--- config.mk ---
export PLATFORM = sky130hd
export DESIGN_NAME = fifo_ctrl
export DESIGN_NICKNAME = d
export VERILOG_FILES = /design/src/rtl/fifo_ctrl_pkg.sv /design/src/rtl/fifo_ptr.sv /design/src/rtl/fifo_ctrl.sv
export SDC_FILE = /design/constraint.sdc
export NUM_CORES = 1
export LEC_CHECK = 0
export CAP_MARGIN = 20
export CORE_ASPECT_RATIO = 0.5
export CORE_MARGIN = 1
export CORE_UTILIZATION = 48
export DETAILED_ROUTE_END_ITERATION = 16
export GPL_ROUTABILITY_DRIVEN = 0
export MAX_ROUTING_LAYER = met4
export PLACE_DENSITY = 0.76
export SETUP_SLACK_MARGIN = 0.5
export SKIP_LAST_GASP = 1
export SLEW_MARGIN = 5
export SYNTH_ARGS = -nofsm -noshare
export SYNTH_HDL_FRONTEND = slang
export SYNTH_SLANG_ARGS = --single-unit
--- constraint.sdc ---
create_clock -name clk -period 4.6 [get_ports clk]
set_input_delay 0.92 -clock clk [delete_from_list [all_inputs] [get_ports clk]]
set_output_delay 0.92 -clock clk [all_outputs]
set_load 0.01 [all_outputs]
--- src/rtl/fifo_ctrl_pkg.sv ---
// Shared defaults and width helpers for the FIFO controller and its pointer sub-module.
package fifo_ctrl_pkg;

  localparam int unsigned DEF_ADDR_BIT   = 9;
  localparam int unsigned DEF_ADDR_DEPTH = 512;
  localparam int unsigned DEF_AFULL_TH   = 480;
  localparam int unsigned DEF_AEMPTY_TH  = 32;

  // Pointers and occupancy carry one extra bit so that full and empty are distinguishable.
  function automatic int unsigned count_width(input int unsigned addr_bit);
    return addr_bit + 1;
  endfunction

endpackage

--- src/rtl/fifo_ptr.sv ---
// Wrapping FIFO pointer with increment enable, synchronous clear and asynchronous reset.
module fifo_ptr #(
  parameter int unsigned W = 10
) (
  input  logic         clk,
  input  logic         rst,
  input  logic         clr,
  input  logic         inc,
  output logic [W-1:0] ptr
);

  always_ff @(posedge clk or posedge rst) begin
    if (rst) begin
      ptr <= '0;
    end else if (clr) begin
      ptr <= '0;
    end else if (inc) begin
      ptr <= ptr + W'(1);
    end
  end

endmodule

--- src/rtl/fifo_ctrl.sv ---
// Single-clock FIFO controller sequencing a dual-port RAM: pointers, occupancy, status and
// sticky error flags.
module fifo_ctrl
  import fifo_ctrl_pkg::*;
#(
  parameter int unsigned ADDR_BIT   = DEF_ADDR_BIT,
  parameter int unsigned ADDR_DEPTH = DEF_ADDR_DEPTH,
  parameter int unsigned AFULL_TH   = DEF_AFULL_TH,
  parameter int unsigned AEMPTY_TH  = DEF_AEMPTY_TH
) (
  input  logic                clk,
  input  logic                rst,
  input  logic                push,
  input  logic                pop,
  input  logic                flush,
  input  logic                clr_err,
  output logic                full,
  output logic                empty,
  output logic                almost_full,
  output logic                almost_empty,
  output logic [ADDR_BIT:0]   count,
  output logic                overflow,
  output logic                underflow,
  output logic                rd_valid,
  output logic                ram_wren,
  output logic [ADDR_BIT-1:0] ram_wraddress,
  output logic                ram_rden,
  output logic [ADDR_BIT-1:0] ram_rdaddress
);

  localparam int unsigned CW = count_width(ADDR_BIT);
  localparam logic [CW-1:0] DEPTH_C  = CW'(ADDR_DEPTH);
  localparam logic [CW-1:0] AFULL_C  = CW'(AFULL_TH);
  localparam logic [CW-1:0] AEMPTY_C = CW'(AEMPTY_TH);

  if (ADDR_DEPTH != (1 << ADDR_BIT)) begin : g_bad_depth
    $error("fifo_ctrl: ADDR_DEPTH must equal 2**ADDR_BIT");
  end
  if (AEMPTY_TH >= AFULL_TH) begin : g_bad_thresh
    $error("fifo_ctrl: AEMPTY_TH must be below AFULL_TH");
  end

  logic [CW-1:0] wr_ptr;
  logic [CW-1:0] rd_ptr;
  logic [CW-1:0] count_d;
  logic          push_ok;
  logic          pop_ok;
  logic          overflow_set;
  logic          underflow_set;

  // A push into a full FIFO is still taken when a pop frees the slot on the same edge.
  assign pop_ok        = pop & ~flush & ~empty;
  assign push_ok       = push & ~flush & (~full | pop_ok);
  assign overflow_set  = push & ~flush & ~push_ok;
  assign underflow_set = pop & ~flush & ~pop_ok;

  assign ram_wren      = push_ok;
  assign ram_rden      = pop_ok;
  assign ram_wraddress = wr_ptr[ADDR_BIT-1:0];
  assign ram_rdaddress = rd_ptr[ADDR_BIT-1:0];

  fifo_ptr #(
    .W(CW)
  ) u_wr_ptr (
    .clk(clk),
    .rst(rst),
    .clr(flush),
    .inc(push_ok),
    .ptr(wr_ptr)
  );

  fifo_ptr #(
    .W(CW)
  ) u_rd_ptr (
    .clk(clk),
    .rst(rst),
    .clr(flush),
    .inc(pop_ok),
    .ptr(rd_ptr)
  );

  always_comb begin
    count_d = count;
    if (flush) begin
      count_d = '0;
    end else begin
      count_d = count + CW'(push_ok) - CW'(pop_ok);
    end
  end

  // Flags are derived from the next count so they move on the same edge as count.
  always_ff @(posedge clk or posedge rst) begin
    if (rst) begin
      count        <= '0;
      full         <= 1'b0;
      empty        <= 1'b1;
      almost_full  <= 1'b0;
      almost_empty <= 1'b1;
      overflow     <= 1'b0;
      underflow    <= 1'b0;
      rd_valid     <= 1'b0;
    end else begin
      count        <= count_d;
      full         <= (count_d == DEPTH_C);
      empty        <= (count_d == '0);
      almost_full  <= (count_d >= AFULL_C);
      almost_empty <= (count_d <= AEMPTY_C);
      overflow     <= overflow_set | (overflow & ~clr_err);
      underflow    <= underflow_set | (underflow & ~clr_err);
      rd_valid     <= pop_ok;
    end
  end

endmodule

Yosys cells after proc, flatten, opt, wreduce, memory -nomap -nowiden
Index checks and enable logic that the tools add are counted.
{ "totals": {"reg_bits": 37, "out_inout_bits": 37, "elab_cells": 42} }
{ "op_classes": {"add_sub_neg": 4, "order_cmp": 2, "eq_ne": 1, "mux": 5, "n_bitwise": 17, "reduce_logical": 3} }
{ "ops": {"columns": ["op", "count"], "rows": [
  ["$mux W10", 5],
  ["$add A10 B1 Y10 const B", 2],
  ["$add A10 B1 Y10", 1],
  ["$eq A10 B10 Y1 const B", 1],
  ["$ge A10 B9 Y1 const B", 1],
  ["$le A10 B6 Y1 const B", 1],
  ["$logic_not A10 Y1", 1],
  ["$sub A10 B1 Y10", 1],
  ["$and A1 B1 Y1", 8],
  ["$not A1 Y1", 6],
  ["$reduce_bool A2 Y1", 2],
  ["$or A1 B1 Y1", 3]
]} }

Longest topological paths before layout
{ "logic_depth": {"word_depth": 9, "ltp_mapped": 13} }

Modules after synthesis
A second synthesis with hierarchy kept.
{ "hier_totals": {"cells_unflattened": 215, "area_unflattened_um2": 2094.5} }
{ "by_module_without_submodules": {"columns": ["module", "instances", "cells_per_inst", "area_each_um2", "seq_area_each_um2"], "rows": [
  ["fifo_ctrl", 1, 117, 1108.6, 427.9],
  ["fifo_ptr", 2, 49, 493.0, 250.2]
]} }

Worst setup path after synthesis
OpenSTA, ideal clock, no wires.
{ "synth_path": {"path_kind": "in2reg", "from": "in flush", "to": "reg almost_empty", "setup_time_ns": 0.116, "arrival_ns": 3.940, "setup_slack_ns": 0.544, "path_stages": 13, "n_path_buf": 0, "cell_sequence": "or3b_1 > a21boi_2 > nand2b_1 > ha_1 > inv_1 > ha_1 > inv_1 > fa_1 > nand2b_1 > a211o_1 > a32o_1 > mux2_4 > a2111oi_1"} }
{ "synth_via": {"elab_chain_len": 9, "word_cells_on_any_way": 10, "classes_between": "add/sub (2); order compare (1); mux (1); bitwise (6)"} }
{ "synth_rtl": {"columns": ["item", "line", "source"], "rows": [
  ["from (decl)", "fifo_ctrl.sv:15", "input logic flush,"],
  ["$not A1 Y1", "fifo_ctrl.sv:52, fifo_ctrl.sv:53", null],
  ["$and A1 B1 Y1 (2 in series)", "fifo_ctrl.sv:52", "assign pop_ok = pop & ~flush & ~empty;"],
  ["$or A1 B1 Y1", "fifo_ctrl.sv:53", "assign push_ok = push & ~flush & (~full | pop_ok);"],
  ["$and A1 B1 Y1", "fifo_ctrl.sv:53", null],
  ["$add A10 B1 Y10", "fifo_ctrl.sv:87", "count_d = count + CW'(push_ok) - CW'(pop_ok);"],
  ["$sub A10 B1 Y10", "fifo_ctrl.sv:87", null],
  ["$mux W10 (*)", "fifo_ctrl.sv:84", "if (flush) begin"],
  ["via count_d[8]", "fifo_ctrl.sv:45", "logic [CW-1:0] count_d;"],
  ["$le A10 B6 Y1 (*)", "fifo_ctrl.sv:107", "almost_empty <= (count_d <= AEMPTY_C);"],
  ["to (signal assigned)", "fifo_ctrl.sv:107", null],
  ["to (decl)", "fifo_ctrl.sv:20", "output logic almost_empty,"]
]} }
Mark *: on every way through the listed nets, which the timed path passes. The rest lies on a longest branch.
A chain may end at the register's enable or synchronous reset.

Worst setup path after layout
{ "layout_path": {"from": "in pop", "to": "reg empty"} }
{ "layout_via": {"elab_chain_len": 8} }
{ "layout_rtl": {"columns": ["item", "line", "source"], "rows": [
  ["from (decl)", "fifo_ctrl.sv:14", "input logic pop,"],
  ["$and A1 B1 Y1 (*) (2 in series)", "fifo_ctrl.sv:52", null],
  ["$or A1 B1 Y1", "fifo_ctrl.sv:53", null],
  ["$and A1 B1 Y1", "fifo_ctrl.sv:53", null],
  ["$add A10 B1 Y10", "fifo_ctrl.sv:87", null],
  ["$sub A10 B1 Y10 (*)", "fifo_ctrl.sv:87", null],
  ["$mux W10 (*)", "fifo_ctrl.sv:84", null],
  ["via count_d[8]", "fifo_ctrl.sv:45", null],
  ["$logic_not A10 Y1 (*)", "fifo_ctrl.sv:105", "empty <= (count_d == '0);"],
  ["to (signal assigned)", "fifo_ctrl.sv:105", null],
  ["to (decl)", "fifo_ctrl.sv:18", "output logic empty,"]
]} }
Marks and branches as above.

==> impl_results.md <==
* DRC errors left at 0
* Setup Skew at 0.006053 ns
* Final Hold Fails at 0
* Full die area at about 4400 µm²
* Port Buffers at 42
* Most common cell in the netlist: dfrtp_1
* Synth Area per Inst at just under 10 µm²
* P_leak at between 1 and 1.5 nW
* Ant. Diodes at 0
* Commonest cells in the netlist: 33 x dfrtp_1, 28 x nor2_1, 20 x inv_1
* Final Critical Period at roughly 3.8 ns
* Final Setup Violations at 0
* Fin Hold WS at roughly 0.53 ns
* Drt total wl at around 4700 µm
* Max-cap violations at 0
* CTS tree: done
* RSZ-0062 raised after global routing: no
* Cells along the critical path: dlymetal6s2s_1 > or3b_4 > a21boi_2 > nand2b_1 > ha_1 > inv_2 > ha_4 > inv_2 > fa_2 > nand2b_4 > a211o_1 > a32o_2 > mux2_4 > buf_12 > nor4_4
* Final HPWL DP at ~3100 µm
* CP endpoint kind: flip-flop
* Starting density of the core at 0.5368
* First-pass GRT wire length at between 6000 and 7000 µm
* Clock latency on the worst-skew pair at between 0.2 and 0.3 ns
* Slew @ Worst Pin at a little over 0.5 ns
* Syn Nets at 223
* Max-slew violations at 0
* WP data required at between 4 and 5 ns
* Critical path buffers and inverters at 4
* Relative slew slack at 0.6591
* Sequential share of the synthesized area at 0.4471
* Core area at 3660 µm²
* Slowest CP cell: or3b_4
* Netlist area before placement at 1964 µm²
* Fin nets at 273
* CTS Buffer Depth at 2
* CTS Buf Count at 5
* Via/cell ratio at 5.474
* Max incr delay on CP at 0.41 ns
* Chip width at a little over 90 µm
* Antenna Violating Nets Remaining at 0
* DR vias at about 1.7k
* First-pass DRT Iterations at 4
* Nature of the critical path startpoint: primary input
* CP dominant cell by count: inv_2
* FFs w/ async S/R, synth at 1.000
* Root Driver: clkbuf_8
* Status: completed
* Initial drt markers at 60
* H-tree depth at 2
* HP Class: flip-flop to flip-flop
* Maximum clock rate at between 200 and 300 MHz
* Area share of the largest cell type after synthesis at 0.4204
* Vias in the first global route at roughly 1.5k
* Row cnt at 15
* Die Y at 47.24 µm
* Antenna violations before repair at 0
* CTS sink count at 35
* GRT Overall Usage at 0.2143
* Synth-to-Final Area Change at 36.82%
* PwrDens at between 600 and 700 nW/µm²
* Fin crit share at 0.8297
* Layout cells sized above 1 at 0.1255
* Total gr overflow at 0
* Fin Setup TNS at 0 ns
* Count of unique library cells instantiated by Yosys at roughly 40
* Clk slew on worst S/H paths at 0.07 ns
* CP top delay family: simple AND/OR/NAND/NOR gates
* I/O pin count at between 40 and 50
* Filler Cells Inserted at approximately 260
* Dominant synthesized flop cell: dfrtp_1
* Largest net degree at the start of global routing at 39
* Wire per inst at about 15 µm
* Maximum vdd drop at about 0.44 mV
* Critical path fanouts, max at 4
* Cells after Synth at about 200
* Critical path arrival at about 4 ns
* Area leader, netlist: dfrtp_1
* Kind of critical path: primary input to flip-flop
* Setup ws final at approximately 0.78 ns
* Place WS at between 0.03 and 0.04 ns
* EDFF count, synth at 0
* Yosys warns at 0
* #FFs+latches synth at 35
* Dominant cells by area after synthesis: dfrtp_1 42%, ha_1 7.6%, xor2_1 6.2%
through the flow:
stage / cell area, µm² / utilization / instances / power, W
floorplan: 1964 / - / 204 / 0.0009623
global placement: 2449 / 0.6691 / 295 / 0.001174
detailed placement: 2449 / 0.6691 / 295 / 0.001197
CTS: 2591 / 0.7080 / 303 / 0.001522
global route: 2688 / 0.7344 / 306 / 0.001762
finish: 2688 / 0.7344 / 306 / 0.001663
sequential cells by signal, summed over array words and instances, names as in the netlist:
name	count
count	10
u_rd_ptr.ptr	9
u_wr_ptr.ptr	9
almost_empty	1
almost_full	1
empty	1
full	1
overflow	1
rd_valid	1
underflow	1
routing by layer:
layer,up-vias,share of wire,global-route usage
met1,816,0.43,0.2482
met5,-,0,-
met4,0,0.020,0.09375
met3,9,0.036,0.04531
li1,806,-,-
met2,44,0.52,0.3763
cell usage in the layout, fill, tap and decap left out, types with 2 or more instances in the layout:
master,instances
buf_4,5
nor4_4,3
dfstp_2,2
inv_2,2
a21oi_1,14
o21bai_1,2
dfrtp_1,33
nand2_1,12
o22ai_1,2
xor2_1,14
ha_1,11
and3_1,5
nor2b_1,2
or3b_1,2
inv_1,18
nor3_1,2
clkbuf_8,6
o21ai_0,2
xnor2_1,5
dlymetal6s2s_1,2
clkdlybuf4s50_1,40
nand2b_1,2
nor2_1,28
nand3_1,6
nand4_1,10
power breakdown:
part / internal (W) / total, W / switching (W)
logic: 0.000437 / 0.000957 / 0.000520
clock network: 0.000175 / 0.000289 / 0.000114
registers: 0.000371 / 0.000416 / 0.0000450
worst paths after layout:
check | start | to | slack [ns] | cells past startpoint
worst min-delay path | underflow$_DFF_PP0_ | underflow$_DFF_PP0_ | 0.53 | 2
worst max register to register | empty$_DFF_PP1_ | empty$_DFF_PP1_ | 1.17 | 14
max in group asynchronous | rst | empty$_DFF_PP1_ | 3.24 | 3
worst min register to register | underflow$_DFF_PP0_ | underflow$_DFF_PP0_ | 0.53 | 2
worst max-delay path | pop | empty$_DFF_PP1_ | 0.78 | 15
min in group asynchronous | rst | u_rd_ptr.ptr[3]$_DFFE_PP0P_ | 1.02 | 3
worst min-delay path: stages (launching register included):
cell	delay (ns)
dfrtp_1	0.38
inv_1	0.05
o22ai_1	0.06
cells by family (layout without fill, tap and decap cells):
family / Yosys count / in the layout / share of synthesized area
AO/OA/AOI/OAI: 32 / 32 / 0.1096
flip-flops: 35 / 35 / 0.4471
multiplexers: 2 / 2 / 0.01274
AND/OR/NAND/NOR: 78 / 78 / 0.2096
adder cells (fa/ha/maj): 13 / 13 / 0.08662
XOR/XNOR: 19 / 19 / 0.08471
buffers and inverters: 25 / 76 / 0.04968
what timing repair did:
action,in CTS,in global routing
setup endpoints to repair,4,4
buffers inserted,0,3
pin swaps,1,10
hold buffers,0,0
gates resized for setup,6,11
cell type report:
class	instances	area (µm²)	area share
Inverter	20	75.07	0.02793
Timing Repair Buffer	48	483.0	0.1797
Multi-Input combinational cell	144	1070	0.3980
Clock inverter	2	35.03	0.01304
Clock buffer	6	82.58	0.03073
Sequential cell	35	878.3	0.3268
Tap cell	51	63.81	0.02374
No activity file was read; power rests on OpenSTA's default activity.
